--- config.mk ---
export PLATFORM = sky130hd
export DESIGN_NAME = max_pool_stream
export DESIGN_NICKNAME = d
export VERILOG_FILES = /design/src/rtl/max_pool_stream.sv
export SDC_FILE = /design/constraint.sdc
export NUM_CORES = 1
export LEC_CHECK = 0
export ABC_AREA = 0
export ABC_CLOCK_PERIOD_IN_PS = 3300
export BUFFER_PORTS_ARGS = -buffer_cell sky130_fd_sc_hd__buf_2
export CAP_MARGIN = 20
export CORE_AREA = 2 2 141 212
export CTS_CLUSTER_DIAMETER = 120
export CTS_CLUSTER_SIZE = 24
export DETAILED_ROUTE_END_ITERATION = 6
export DIE_AREA = 0 0 143 214
export GPL_TIMING_DRIVEN = 0
export PLACE_DENSITY = 0.69
export SLEW_MARGIN = 5
export SYNTH_ARGS = -nofsm -noshare
export SYNTH_HDL_FRONTEND = slang
export SYNTH_SLANG_ARGS = --single-unit
--- constraint.sdc ---
create_clock -name clk -period 3.3 [get_ports clk]
set_input_delay 0.495 -clock clk [delete_from_list [all_inputs] [get_ports clk]]
set_output_delay 0.495 -clock clk [all_outputs]
set_load 0.02 [all_outputs]
--- src/rtl/max_pool_stream.sv ---
// rtl/max_pool_stream.sv - per-lane windowed max reducer with one-entry output buffer.
// Define MAX_POOL_ARGMAX_EN to add out_idx, the per-lane first-argmax beat index.
module max_pool_stream #(
  parameter int N_DATA   = 32,
  parameter int N_CH     = 4,
  parameter int POOL_LEN = 4,
  parameter int SIGNED   = 0,
  parameter int IDX_W    = (POOL_LEN > 1) ? $clog2(POOL_LEN) : 1
) (
  input  logic                   clk,
  input  logic                   rst,
  input  logic [N_CH*N_DATA-1:0] in_data,
  input  logic                   in_valid,
  input  logic                   in_last,
  output logic                   in_ready,
  output logic [N_CH*N_DATA-1:0] out_data,
  output logic                   out_valid,
  input  logic                   out_ready,
  output logic                   out_partial
`ifdef MAX_POOL_ARGMAX_EN
  ,
  output logic [N_CH*IDX_W-1:0]  out_idx
`endif
);

  logic [N_CH-1:0][N_DATA-1:0] lane;
  logic [N_CH-1:0][N_DATA-1:0] nxt_acc;
  logic [N_CH-1:0][N_DATA-1:0] acc_q, acc_d;
  logic [N_CH-1:0][N_DATA-1:0] out_data_q, out_data_d;
  logic [IDX_W-1:0]            cnt_q, cnt_d;
  logic                        out_valid_q, out_valid_d;
  logic                        out_partial_q, out_partial_d;
  logic [N_CH-1:0]             gt;
  logic                        accept, last_beat, close;

  assign lane = in_data;

  for (genvar k = 0; k < N_CH; k++) begin : g_cmp
    if (SIGNED != 0) begin : g_signed
      assign gt[k] = $signed(lane[k]) > $signed(acc_q[k]);
    end else begin : g_unsigned
      assign gt[k] = lane[k] > acc_q[k];
    end
  end

  // Output register is free when empty or draining this edge.
  assign in_ready  = !out_valid_q || out_ready;
  assign accept    = in_valid && in_ready;
  assign last_beat = (cnt_q == IDX_W'(POOL_LEN - 1));
  assign close     = accept && (in_last || last_beat);

  always_comb begin
    nxt_acc       = acc_q;
    acc_d         = acc_q;
    cnt_d         = cnt_q;
    out_data_d    = out_data_q;
    out_valid_d   = out_valid_q;
    out_partial_d = out_partial_q;
    for (int k = 0; k < N_CH; k++) begin
      if (cnt_q == '0 || gt[k]) nxt_acc[k] = lane[k];
    end
    if (accept) begin
      acc_d = nxt_acc;
      cnt_d = close ? '0 : cnt_q + 1'b1;
    end
    if (close) begin
      out_data_d    = nxt_acc;
      out_valid_d   = 1'b1;
      out_partial_d = in_last && !last_beat;
    end else if (out_ready) begin
      out_valid_d = 1'b0;
    end
  end

  always_ff @(posedge clk) begin
    if (rst) begin
      acc_q         <= '0;
      cnt_q         <= '0;
      out_data_q    <= '0;
      out_valid_q   <= 1'b0;
      out_partial_q <= 1'b0;
    end else begin
      acc_q         <= acc_d;
      cnt_q         <= cnt_d;
      out_data_q    <= out_data_d;
      out_valid_q   <= out_valid_d;
      out_partial_q <= out_partial_d;
    end
  end

  assign out_data    = out_data_q;
  assign out_valid   = out_valid_q;
  assign out_partial = out_partial_q;

`ifdef MAX_POOL_ARGMAX_EN
  logic [N_CH-1:0][IDX_W-1:0] nxt_idx;
  logic [N_CH-1:0][IDX_W-1:0] idx_q, idx_d;
  logic [N_CH-1:0][IDX_W-1:0] out_idx_q, out_idx_d;

  // Index moves only on strict greater-than so ties keep the earliest beat.
  always_comb begin
    nxt_idx   = idx_q;
    idx_d     = idx_q;
    out_idx_d = out_idx_q;
    for (int k = 0; k < N_CH; k++) begin
      if (cnt_q == '0)  nxt_idx[k] = '0;
      else if (gt[k])   nxt_idx[k] = cnt_q;
    end
    if (accept) idx_d = nxt_idx;
    if (close)  out_idx_d = nxt_idx;
  end

  always_ff @(posedge clk) begin
    if (rst) begin
      idx_q     <= '0;
      out_idx_q <= '0;
    end else begin
      idx_q     <= idx_d;
      out_idx_q <= out_idx_d;
    end
  end

  assign out_idx = out_idx_q;
`endif

endmodule

# --- After elaboration in Yosys (flattened, before gate mapping) ---
# Cells that the tools add are included.
# W data, S select, Z words.
op_classes:
  n_eq_ne: 1
  muxes: 7
  n_reduce_logical: 13
  order_cmp: 4
  shift: 0
  add_sub_neg: 1
  div_mod_pow: 0
  bitwise_logic: 0
  n_mul: 0
ops:
  columns: ["op", "n"]
  rows:
  - ["$gt A32 B32 Y1", 4]
  - ["$mux W32", 4]
  - ["$logic_or A1 B1 Y1", 6]
  - ["$logic_and A1 B1 Y1", 3]
  - ["$add A2 B1 Y2 const B", 1]
  - ["$eq A2 B2 Y1 const B", 1]
  - ["$logic_not A1 Y1", 2]
  - ["$logic_not A2 Y1", 1]
  - ["$mux W1", 2]
  - ["$mux W2", 1]
  - ["$reduce_bool A2 Y1", 1]
word_totals:
  register_bits: 260
  in_bits: 133
  romBits: 0
  mem_bits_rw: 0
  latchBits: 0
  n_memories: 0
  out_inout_bits: 131
  wordCells: 37

# --- Longest topological paths before layout ---
# Gate-level depths: netlist (run 1).
depth:
  ltp_word: 5
  ltp_mapped: 9
  mapped_depth_nobuf: 8

# --- Least setup slack after synthesis (run 1) ---
# No wires, ideal clock.
synth_timing:
  path_type: "input-to-reg"
  startpoint: "input port in_data[78]"
  endpoint: "register out_data_q, in the netlist out_data[64]"
  setup_time_ns: 0.122
  path_buffers: 1
  cell_stages: 8
  path_slack_ns: 0.860
  arrival_time_ns: 2.318
  required_time_ns: 3.178
  path_cell_list: "ha_1 a21oi_1 nand2_1 a21o_1 o31ai_1 a31oi_1 buf_4 a221o_1"
synth_between:
  elab_chain_len: 3
synth_lines:
  columns: ["element", "line_no", "text"]
  rows:
  - ["start: declaration", "12", "input logic [N_CH*N_DATA-1:0] in_data,"]
  - ["$gt A32 B32 Y1", "42", "assign gt[k] = lane[k] > acc_q[k];"]
  - ["$logic_or A1 B1 Y1", "60", "if (cnt_q == '0 || gt[k]) nxt_acc[k] = lane[k];"]
  - ["$mux W32", "60", null]
  - ["end signal: assignment", "85", "out_data_q <= out_data_d;"]
  - ["end: declaration", "29", "logic [N_CH-1:0][N_DATA-1:0] out_data_q, out_data_d;"]
# No other way between the ends.
# A chain may end at the register's enable or synchronous reset.

# --- Worst setup path after layout (run 1) ---
layout_timing:
  startpoint: "register acc_q[71] (netlist bit)"
  endpoint: "register out_data_q, in the netlist out_data[85]"
layout_between:
  elab_chain_len: 3
layout_lines:
  columns: ["element", "line_no", "text"]
  rows:
  - ["start: declaration", "28", "logic [N_CH-1:0][N_DATA-1:0] acc_q, acc_d;"]
  - ["start signal: assignment", "77", "acc_q <= '0;"]
  - ["start signal: assignment", "83", "acc_q <= acc_d;"]
  - ["$gt A32 B32 Y1", "42", null]
  - ["$logic_or A1 B1 Y1", "60", null]
  - ["$mux W32", "60", null]
# No other way between the ends.

==> results of run 1 <==
## metal layers
metal / routed length [µm] / up-vias
met1: 16050 / 5888
met2: 20630 / 272
met4: 1047 / 8
met5: 52 / -
li1: - / 6060
met3: 2319 / 69
## registers in the layout, indices dropped and copies added, names as in the netlist
register     cells
acc_q          128
out_data       128
cnt_q            2
out_partial      1
out_valid        1
## through the flow
step / cell area, µm² / setup slack, ns / power (mW)
final: 16480 / 0.2751 / 7.023
after detailed placement: 16070 / 0.1546 / 5.127
after floorplan: 14270 / 0.8598 / 4.585
after global routing: 16480 / 0.2028 / 7.377
after CTS: 16470 / 0.3335 / 7.084
after global placement: 16070 / 0.1699 / 5.084
## cells in the mapped netlist (4+ instances only)
cell       instances  area [µm²]
a31oi_4            4       85.08
o211ai_1           4       30.03
a221o_1          132        1321
nor4_1           127       794.5
inv_1            130       488.0
a21oi_1           53       265.3
buf_4             15       112.6
a21o_1             4       30.03
and2_1             6       37.54
ha_1             130        1627
dfxtp_1          260        5205
o2bb2ai_1          8       70.07
nor3_1            10       50.05
a21boi_1           4       30.03
nor2_1            17       63.81
o21a_1            12       90.09
nand2_1           29       108.9
o31a_1             4       35.03
o31ai_1            4       30.03
buf_2             18       90.09
nand4_1           30       187.7
nand3_1           12       60.06
mux2i_1          129        1291
o21ai_0           13       65.06
nand2b_1         256        1602
clkbuf_1          69       259.0
o21ai_1            4       20.02
nor2b_1            4       25.02
## cells by family after synthesis
family | synth area share [%]
flops | 36.48
xor+xnor | 0.06140
fa+ha+maj | 11.40
mux | 9.051
simple gates | 20.91
compound gates | 15.17
buf+inv | 6.920
## final cells by class
class	count	share of cell area [%]
clock buffer	15	2.278
clock inverter	1	0.1822
tap	390	2.961
timing repair buffer	262	7.956
inverter	131	2.984
buffer	105	3.006
multi-input combinational	1012	48.99
sequential	260	31.58
antenna	4	0.06073
## final timing paths
path              endpoint  slack, ns  cells past startpoint
max           out_data[85]       0.28                      8
min          out_data[103]       0.25                      2
max reg2reg   out_data[85]       0.28                      8
min reg2reg      acc_q[31]       0.48                      2
## worst max-delay path, stage by stage, from the launching register on
cell	delay [ns]
dfxtp_1	0.35
inv_1	0.06
ha_1	0.31
nand4_1	0.16
a2111oi_0	0.78
o31ai_1	0.26
a31oi_1	0.56
buf_4	0.29
a221o_1	0.17
## power groups by stage
stage	sequential, mW	combinational (mW)	clock [mW]
3_3_place_gp	3.53	1.55	0
4_1_cts	3.47	1.59	2.02
5_1_grt	3.50	1.75	2.12
3_5_place_dp	3.54	1.59	0
2_1_floorplan	3.63	0.952	0
6_report	3.47	1.59	1.96
==> results.md, run 1 <==
Status:
- The run finished with clean final reports.

Layout:
- The most common cell after layout, fill and taps aside is buf_2.
- The total area of multi-input combinational cells is 8074 µm².
- Cells fill 57.58% of the core in the end.
- In the layout the commonest cells are 280 x buf_2, 260 x dfxtp_1, 256 x nand2b_1.
- The fill cell instance count of the final layout is 2615.
- The final non-filler cell total is 2180.
- The net count of the finished layout is 2049.
- Cells with a size suffix above 1 make up 18.25% of the layout.
- The area growth from synthesis to layout is 15.52%.
- Registers take 5205 µm².

Global routing:
- The pin count of the biggest net entering global routing is 25.
- The via count of the first global-routing pass is 12420.
- Global routing consumed, over all layers together, 25.36% of the routing resources.
- The met1 track utilization from global routing is 29.28%.
- The initial antenna violation count is 8.
- The met2 layer usage reported by global route is 46.54%.
- Global routing finished with a remaining overflow of 0.
- The first global-routing pass estimated 63340 µm of wire.
- The routing usage on met3 is 4.851%.
- The global routing's busiest layer is met2.

Timing:
- The hold violation count in the final report is 0.
- The shortest period the worst path allows is 3.025 ns.
- The final-layout setup total negative slack is 0 ns.
- The setup-violating endpoint count in the final report is 0.
- The final critical path takes up 91.66% of the cycle.
- The highest clock frequency the design can meet is 330.6 MHz.
- Between clock sinks in the finished design, the worst skew comes to 0.01768 ns.
- Setup repair after global routing left no endpoint under its margin.
- The final max-slew violation count is 0.
- For the pin with the worst max-slew slack, the measured transition is 1.147 ns.
- In this run the tightest slew margin relative to its limit is 23.55%.
- The worst-case hold slack is 0.2470 ns.

Clock network:
- Gates resized during post-CTS repair numbered 0.
- For this design, the CTS-stage hold fixing added 0 buffers.
- The clock drives 260 sinks.
- The clock edge transition at the registers on the reported setup and hold paths is 0.10 ns.
- Post-CTS timing repair inserted 0 buffers for setup.
- For the worst-skew pair, the clock arrives at the later sink with an insertion delay of 0.50 ns.
- The number of levels in the clock H-tree is 1.
- The total CTS buffers is 14.
- The CTS tree is built.
- In this run the clock root is driven by a clkbuf_16.
- The clock passes through at most 3 buffers.

Min path:
- The worst min-delay path category is in -> reg.
- The beginning of the worst hold path is in_data[103].

Die:
- The initial utilization of the core area, before any placement, comes to 49.84%.
- In this run the core area contains 76 standard-cell rows.
- The chip width is 143 µm.
- The area enclosed by the die boundary is 30600 µm².
- In this run the count of I/O pins placed on the die edge is 264.
- The core region is 28620 µm².
- In this run the vertical extent of the chip is 214 µm.

Run:
- Across the run, the number of max-cap violations was 0.

Yosys:
- Yosys printed 0 warnings.
- The number of distinct library cells after synthesis is 41.
- The synthesized design contains 260 register bits.
- Synthesis produced 1508 cells.
- Yosys mapped a number of flops with a built-in enable equal to 0.
- After synthesis the cells add up to 14270 µm².
- The post-synthesis async set-or-reset flop share is 0%.
- The share of the Yosys chip area taken by registers is 36.48%.
- A synthesized cell averages 9.460 µm².
- The total nets after synthesis is 1771.
- The predominant post-synthesis flop cell is dfxtp_1.

Route:
- After detailed routing, the average wire length per cell comes to 18.39 µm.
- The total DRC errors in the routed layout is 0.
- The DRC marker count from the first detailed-route iteration is 488.
- The detail route stage leaves a number of antenna-violating nets equal to 0.
- The vias per cell is 5.641.
- The total detailed-routing wirelength is 40100 µm.
- The count of vias placed by the detailed router is 12300.
- The pre-antenna-repair detailed-routing pass consisted of 7 iterations.

Critical path:
- The required time reported for the critical path endpoint is 3.74 ns.
- STA classifies the critical path endpoint as a flip-flop.
- The worst setup path is of the reg -> reg kind.
- The startpoint of the most critical setup path is acc_q[71].
- The critical path launch point type is a flip-flop.
- STA puts the critical path data arrival time at 3.46 ns.
- The source of the worst register-to-register timing path is acc_q[71].
- Along the worst path, the maximum fanout reaches 10.

Place:
- The count of buffers added on input and output ports is 262.
- After detailed placement, the design holds a cell count of 2160.
- The final estimated routing congestion in global placement is 0.8902.
- The final HPWL from detailed placement is 30990 µm.

Pwr:
- The maximum ir drop on the vdd rail is 0.0003730 V.
- In this run, flip-flops and latches consume 49.4% of the power.
- The switching power is 2.130 mW.
- The combinational cell fraction of total power is 22.6%.
- The static leakage power is 7.013 nW.
- Of the total power, the clock network draws 27.9%.
- The cell-internal power is 4.893 mW.
- Of the total power, the share spent switching nets is 30.32%.
- Dividing total power by cell area gives a power density of 426.1 nW/µm².
Power figures use the tool's default switching activity.
==> run 2: changes to the inputs <==
--- a/config.mk
+++ b/config.mk
@@ -15,7 +15,7 @@
 export DETAILED_ROUTE_END_ITERATION = 6
 export DIE_AREA = 0 0 143 214
 export GPL_TIMING_DRIVEN = 0
-export PLACE_DENSITY = 0.69
+export PLACE_DENSITY_LB_ADDON = 0.12
 export SLEW_MARGIN = 5
 export SYNTH_ARGS = -nofsm -noshare
 export SYNTH_HDL_FRONTEND = slang
==> results.md, run 2 (synthesis results as in run 1) <==
Layout:
- The final non-filler cell total came to 2179 (-0.046%).
- The share of cells above drive strength 1 is 18.25% (unchanged).
- The area used by sequential logic in the layout is 5205 µm² (unchanged).
- The net count of the finished layout came to 2049 (unchanged).
- The library cell used most frequently in the layout, excluding fill and tap cells, is buf_2.
- The total area of multi-input combinational cells came to 8074 µm² (unchanged).
- The fill cell instance count of the final layout was 2616 (+0.038%).
- The layout-stage area growth over the synthesis result is 15.51% (about the same).
- The top cell types in the final layout, fill and taps aside, are 280 x buf_2, 260 x dfxtp_1, 256 x nand2b_1.

Global routing:
- The via count of the first global-routing pass is 12570 (+1.3%).
- The total routing resource utilization after global routing is 25.82% (+0.46 points).
- The total grt overflow came to 0 (unchanged).
- The initial antenna violation count is 2 (-6).
- The pin count of the biggest net entering global routing is 25 (unchanged).
- The wire length of the first global-routing pass is 64670 µm (+2.1%).

Critical path:
- The peak fanout along the critical path is 10 (unchanged).
- The type of the setup path with the least slack is reg -> reg.
- The worst path arrival time is 3.32 ns (-0.14 ns).
- The worst setup path is launched from a flip-flop.
- STA classifies the critical path endpoint as a flip-flop.
- The required time reported for the critical path endpoint is 3.75 ns (about the same).

Die:
- The chip width is 143 µm (unchanged).
- The number of standard-cell rows in the floorplan is 76 (unchanged).
- The number of placed I/O pins was 264 (unchanged).
- The core area is 28620 µm² (unchanged).
- The area enclosed by the die boundary is 30600 µm² (unchanged).
- The floorplan die height is 214 µm (unchanged).
- The starting density of the core is 49.84% (unchanged).

Min path:
- The tightest min-delay check is of the in -> reg type.

Clock network:
- The total number of clock tree sinks is 260 (unchanged).
- The number of levels in the clock H-tree was 1 (unchanged).
- The count of cells resized by post-cts repair is 0 (unchanged).
- The maximum buffer depth of the clock tree is 3 (unchanged).
- The clock insertion delay at the later pin of the skew report is 0.51 ns (about the same).
- The CTS tree is built.
- The total CTS buffers is 14 (unchanged).
- The hold buffer count at cts is 0 (unchanged).
- In this run the clock root is driven by a clkbuf_16.
- The post-CTS setup repair buffer count came to 0 (unchanged).
- The clock edge transition at the registers on the reported setup and hold paths is 0.10 ns (about the same).

Timing:
- The final-layout setup total negative slack is 0 ns (unchanged).
- Setup repair after global routing left no endpoint under its margin.
- The shortest period the worst path allows is 2.868 ns (-0.1573 ns).
- The highest clock frequency the design can meet is 348.7 MHz (+5.5%).
- The hold violation count in the final report is 0 (unchanged).
- The final clock skew is 0.01895 ns (+0.001270 ns).
- The worst path setup slack after routing was 0.4324 ns (+0.1573 ns).
- The worst-case hold slack was 0.2433 ns (-0.003649 ns).
- The setup-violating endpoint count in the final report is 0 (unchanged).
- The final clock period utilization by the worst path is 86.90% (-4.8 points).
- The transition time of the tightest slew-check pin is 0.9444 ns (-0.2023 ns).
- The final max-slew violation count is 0 (unchanged).
- The worst-case headroom to the max-slew limit came to 37.04% (+13 points).

Route:
- The total detailed-routing wirelength is 39810 µm (-0.71%).
- The detailed-routing iteration count for the pre-antenna-repair pass is 5 (-2).
- The wire length per cell after detailed routing came to 18.27 µm (-0.67%).
- The vias per cell was 5.669 (+0.49%).
- The DRC marker count from the first detailed-route iteration is 537 (+10%).
- The total DRC errors in the routed layout is 0 (unchanged).
- The count of vias placed by the detailed router is 12350 (+0.45%).
- The remaining number of nets flagged by the antenna check after routing is 0 (unchanged).

Place:
- The number of placed instances, taps included was 2160 (unchanged).
- The worst setup timing slack at the placement stage is 0.2125 ns (+0.05787 ns).
- The count of input and output buffers is 262 (unchanged).
- The final estimated routing congestion in global placement is 0.8859 (-0.48%).
- The final HPWL from detailed placement is 30040 µm (-3.0%).

Pwr:
- The power per unit of standard cell area is 425.3 nW/µm² (-0.20%).
- The static leakage power was 7.013 nW (unchanged).
- The maximum ir drop on the vdd rail is 0.0004737 V (+27%).

Status:
- The run finished with clean final reports.

Run:
- The number of max-cap violations is 0 (unchanged).
-- run 2: cell count changes in the layout (fill, tap and decap cells not counted), sizes merged --
cell | previous run | this run
diode | 4 | 3
-- run 2: final cells by class --
cell class / instances / share of cell area (%)
Buffer: 105 / 3.007
Inverter: 131 / 2.984
Tap cell: 390 / 2.961
Clock buffer: 15 / 2.278
Multi-Input combinational cell: 1012 / 49.00
Antenna cell: 3 / 0.04556
Sequential cell: 260 / 31.59
Timing Repair Buffer: 262 / 7.957
Clock inverter: 1 / 0.1822
-- run 2: path summary, 6_finish.rpt --
kind / depth (start not counted) / slack (ns) / end / startpoint
worst max-delay path: 9 / 0.43 / out_data[73] / acc_q[94]
worst min-delay path: 2 / 0.24 / out_data[31] / in_data[31]
worst max register to register: 9 / 0.43 / out_data[73] / acc_q[94]
worst min register to register: 2 / 0.48 / acc_q[98] / acc_q[98]
-- run 2: stage by stage --
stage / power (mW) / utilization, % / area (µm²)
global route: 7.373 / 57.56 / 16480
finish: 7.008 / 57.57 / 16480
detailed placement: 5.127 / 56.13 / 16070
floorplan: 4.585 / - / 14270
global placement: 5.090 / 56.13 / 16070
CTS: 7.080 / 57.55 / 16470
-- run 2: where the power goes --
group | internal (mW) | switching, mW
Sequential | 3.36 | 0.117
Clock | 0.897 | 1.05
Combinational | 0.639 | 0.949
Total | 4.89 | 2.12
-- run 2: routing by layer --
layer	part of all wire [%]	up-vias	track usage (%)
li1	-	6065	-
met1	41	5906	31.35
met2	50	307	45.77
met3	5.0	74	3.801
met4	3.4	0	9.241
met5	0	-	0
-- run 2: critical path, cell delays in order, from the launching register on --
cell and delay [ns]:
dfxtp_1 0.35, inv_1 0.06, ha_1 0.31, nand4_1 0.19
nor4_1 0.41, a21boi_1 0.26, o31ai_1 0.16, a31oi_1 0.59
buf_4 0.31, a221o_1 0.17
